<file path="src/rtl/mux4_rr_arbiter.sv">
// Round-robin arbiter that owns the select of a 4:1 datapath mux and registers a one-hot grant.
// Define MUX4_ARB_LOCK_EN to let an owner hold the grant for up to MAX_HOLD consecutive cycles.
module mux4_rr_arbiter #(
  parameter int MAX_HOLD = 4,
  parameter int CNT_W    = 3
) (
  input  logic       clk_i,
  input  logic       rst_i,
  input  logic [3:0] req_i,
  output logic [3:0] grant_o,
  output logic [1:0] select_o,
  output logic       valid_o
);

  typedef enum logic {
    IDLE  = 1'b0,
    GRANT = 1'b1
  } state_t;

  generate
    if (MAX_HOLD < 1 || MAX_HOLD > 8 || MAX_HOLD > (1 << CNT_W)) begin : g_bad_param
      $error("mux4_rr_arbiter: MAX_HOLD must be 1..8 and fit in CNT_W bits");
    end
  endgenerate

  state_t     state;
  logic [1:0] owner;
  logic [1:0] ptr;
  logic [1:0] winner;
  logic       found;
  logic       release_now;
  logic       take;

  // The mux select is the owner register itself, so it holds its last value in IDLE.
  assign select_o = owner;

  // NOTE: every variable written in always_comb gets a default first so no latch is inferred.
  always_comb begin
    winner = ptr;
    found  = 1'b0;
    for (int i = 0; i < 4; i++) begin
      if (!found && req_i[ptr + 2'(i)]) begin
        winner = ptr + 2'(i);
        found  = 1'b1;
      end
    end
  end

`ifdef MUX4_ARB_LOCK_EN
  localparam logic [CNT_W-1:0] HOLD_LAST = CNT_W'(MAX_HOLD - 1);

  logic [CNT_W-1:0] hold_cnt;

  assign release_now = !req_i[owner] || (hold_cnt == HOLD_LAST);

  always_ff @(posedge clk_i or posedge rst_i) begin
    if (rst_i) begin
      hold_cnt <= '0;
    end else if (take) begin
      hold_cnt <= '0;
    end else if (state == GRANT) begin
      hold_cnt <= hold_cnt + 1'b1;
    end
  end
`else
  assign release_now = 1'b1;
`endif

  // A new winner is taken from IDLE, or at the same edge a GRANT is released (no bubble).
  assign take = found && (state == IDLE || release_now);

  // NOTE: sequential state uses non-blocking assignments so every flop samples pre-edge values.
  always_ff @(posedge clk_i or posedge rst_i) begin
    if (rst_i) begin
      state   <= IDLE;
      owner   <= 2'd0;
      ptr     <= 2'd0;
      grant_o <= 4'b0000;
      valid_o <= 1'b0;
    end else if (take) begin
      state   <= GRANT;
      owner   <= winner;
      ptr     <= winner + 2'd1;
      grant_o <= 4'b0001 << winner;
      valid_o <= 1'b1;
    end else if (state == GRANT && release_now) begin
      state   <= IDLE;
      grant_o <= 4'b0000;
      valid_o <= 1'b0;
    end
  end

endmodule

</file>
<file path="config.mk">
export PLATFORM = sky130hd
export DESIGN_NAME = mux4_rr_arbiter
export DESIGN_NICKNAME = d
export VERILOG_FILES = /design/src/rtl/mux4_rr_arbiter.sv
export SDC_FILE = /design/constraint.sdc
export NUM_CORES = 1
export LEC_CHECK = 0
export BUFFER_PORTS_ARGS = -buffer_cell sky130_fd_sc_hd__buf_4
export CELL_PAD_IN_SITES_DETAIL_PLACEMENT = 1
export CELL_PAD_IN_SITES_GLOBAL_PLACEMENT = 2
export CORE_MARGIN = 1
export CORE_UTILIZATION = 28
export DETAILED_ROUTE_END_ITERATION = 8
export MAX_ROUTING_LAYER = met4
export PLACE_DENSITY = 0.82
export SLEW_MARGIN = 20
export SYNTH_ARGS = -nofsm -noshare
export SYNTH_HDL_FRONTEND = slang
export SYNTH_SLANG_ARGS = --single-unit
</file>
<file path="constraint.sdc">
create_clock -name clk_i -period 1.36 [get_ports clk_i]
set_input_delay 0 -clock clk_i [delete_from_list [all_inputs] [get_ports clk_i]]
set_output_delay 0 -clock clk_i [all_outputs]
set_load 0.01 [all_outputs]
</file>
==> results by group <==
GRT
  – Largest net degree at the start of global routing: 11
  – Global route overflow: 0
  – First-pass GRT wire length: approximately 2700 um
  – Vias in the first global route: approximately 610
  – GRT Overall Usage: between 10% and 20%
  – Initial antenna violation count: 0

CTS
  – CTS Buf Count: 3
  – CTS H-tree depth: 1
  – Clock latency on the worst-skew pair: about 0.26 ns
  – Clock sinks: 10
  – CTS tree: done
  – Root Buffer Master: clkbuf_4
  – Register clock-pin slew on the reported worst setup and hold paths: roughly 0.070 ns
  – Clock Path Buffers: 2

Floorplanning
  – Core Rows: 16
  – Die area: 2370 um^2
  – Chip width: a little under 50 um
  – Chip height: between 40 and 50 um
  – Core box area: roughly 2000 um^2
  – Initial Utilization: 30.4%
  – Boundary pin count: 13

Drt
  – Final wirelength: approximately 1600 um
  – Top Layer Used: met4
  – Final antenna-violating net count: 0
  – Routed wl met2: between 800 and 900 um
  – Met1 Wirelength: between 700 and 800 um
  – Vias per cell: between 4 and 5
  – Via Count: 565
  – DR DRC count: 0
  – WL per Instance: 13.2 um
  – Initial DRC Count: 6
  – DR pass1 iterations: 4
  – Met3 wire len: approximately 57 um

Timing
  – Slew headroom: 73.7%
  – Clock skew: between 0.004 and 0.005 ns
  – Final Setup Violations: 5
  – Post-route setup slack: -0.111 ns
  – Total Neg Setup Slack: -0.340 ns
  – Final Cycle Share: 108%
  – Slew @ Worst Pin: just under 0.4 ns
  – Max Freq: 680 MHz
  – Final hold vios: 0
  – Fin. max-slew vios: 0
  – Minimum clock period: 1.47 ns
  – RSZ-0062 raised after global routing: yes
  – Hold_ws: ~0.10 ns

Cells and area
  – ANT cells: 0
  – Nets: about 110
  – Area grow syn2layout: 51.3%
  – Most common cell after layout, fill and taps aside: buf_4
  – Design area: roughly 920 um^2
  – Most frequent cells in the layout: buf_4, nand2_1, dfrtp_1
  – Fin util: a little under half
  – Proportion of layout cells with a drive suffix above 1: 45.7%

Synthesis
  – Post-Synth Simple-Gate Area: a little over a quarter
  – Synthesis-stage register bit count: 10
  – Mux cell area share after synthesis: 0%
  – Area contributors post-synth: dfrtp_1, ha_1, nand2_1
  – Adder-cell share of the synthesized area: around 8.2%
  – Mapped Area: between 600 and 700 um^2
  – Biggest area consumer among synthesized cells: dfrtp_1
  – Synth top area share: between 40% and 50%
  – Syn. warnings: 0
  – XOR/XNOR share of the synthesized area: 0%
  – Largest family of logic cells by synthesized area: simple AND/OR/NAND/NOR gates
  – Complex-gate fraction of the synthesized area: 19.5%
  – Post-synthesis sequential area ratio: between 40 and 50%
  – Mapped Cells: between 60 and 70
  – Post-Syn Nets: 75
  – Cell variety after synth: 26
  – Avg Inst Size Synth: 9.37 um^2

Placed design
  – Placed cell area: between 800 and 900 um^2
  – Pre-CTS worst setup slack: -0.103 ns
  – Port bufs: 12
  – Post-DP HPWL: 1140 um
  – GPL Wtd Cong: approximately 0.82

Power
  – Lkg Pwr: roughly 0.00043 uW
  – Power Dens Cells: 1680 nW/um^2
  – Worst IR Drop VDD: around 0.58 mV

Run
  – Max Cap Viol: 0

Setup path
  – Data arrival, critical path: about 1.7 ns
  – WP data required: around 1.6 ns
  – Setup CP Type: reg2reg
  – Crit start category: flop
  – CP Max Fanout: 6
  – Worst R2R Setup Slack: -0.11 ns
  – Crit end category: flop

Outcome
  – Outcome: finished with violations
  – Failing checks: negative setup slack

Hold path
  – Min-delay worst type: in2reg
[power breakdown]
part	internal, uW	total [uW]	switching, uW	leakage, uW
Combinational	448	803	356	0.000293
Clock	163	265	103	0.0000210
Sequential	401	481	81.0	0.000116
[cells by family (layout without fill, tap and decap cells)]
logic type | Yosys count | in the layout
compound gates | 16 | 16
buf+inv | 6 | 35
flops | 10 | 10
simple gates | 29 | 29
fa+ha+maj | 4 | 4
[worst max-delay path, stage by stage (launching register included)]
cell     delay, ns
dfrtp_2       0.45
nor3b_2       0.17
o22a_1        0.19
o21ba_4       0.25
ha_4          0.26
nand2_2       0.04
nand2_1       0.05
[cell type report]
type / count / area [um^2]
fill: 243 / 1080
multi-input combinational: 49 / 382
sequential: 10 / 251
timing repair buffer: 26 / 198
clock buffer: 4 / 36.3
tap: 27 / 33.8
inverter: 5 / 21.3
[synth_stat cells]
library cell / number
a21boi_1: 1
a21oi_1: 2
a41oi_2: 1
buf_4: 1
dfrtp_1: 10
ha_1: 4
inv_1: 4
inv_4: 1
nand2_1: 13
nand2b_1: 1
nand3_1: 1
nand3b_1: 4
nor2_1: 2
nor2_2: 1
nor2b_1: 3
nor3_1: 2
nor3b_1: 1
nor4_4: 1
o21a_1: 3
o21ai_0: 3
o21ai_1: 1
o21ba_1: 1
o21bai_1: 1
o22a_1: 1
o31ai_1: 1
o41ai_1: 1
[repair_timing]
item,4_1_cts,5_1_grt
hold buffers,1,0
endpoints found under the hold margin,10,0
gates resized for setup,4,10
pin swaps,0,6
gates cloned,0,0
setup buffers,0,2
endpoints found under the setup margin,5,6
[flip-flops by register name (all words and copies together) (netlist names)]
| register | flops |
|---|---|
| state | 1 |
| select_o | 2 |
| ptr | 2 |
| grant_o | 4 |
| valid_o | 1 |
[stage by stage]
stage / power [uW] / std cells
after CTS: 1450 / 119
final: 1550 / 121
after floorplan: 789 / 65
after detailed placement: 1150 / 114
after global routing: 1670 / 121
after global placement: 1130 / 114
[path summary, 6_finish.rpt]
| kind | startpoint | end | cells past startpoint |
|---|---|---|---|
| worst max-delay path | ptr[1] | ptr[1] | 6 |
| worst min-delay path | req_i[2] | select_o[1] | 3 |
| worst max register to register | ptr[1] | ptr[1] | 6 |
| worst min register to register | select_o[0] | select_o[0] | 2 |
| max in group asynchronous | rst_i | ptr[1] | 3 |
| min in group asynchronous | rst_i | grant_o[2] | 3 |
[routing by layer]
metal,GRT usage [%],up-vias
met3,4.72,2
met2,24.5,11
met1,17.6,272
met5,-,-
li1,-,280
met4,4.41,0
Power figures use the tool's default switching activity.
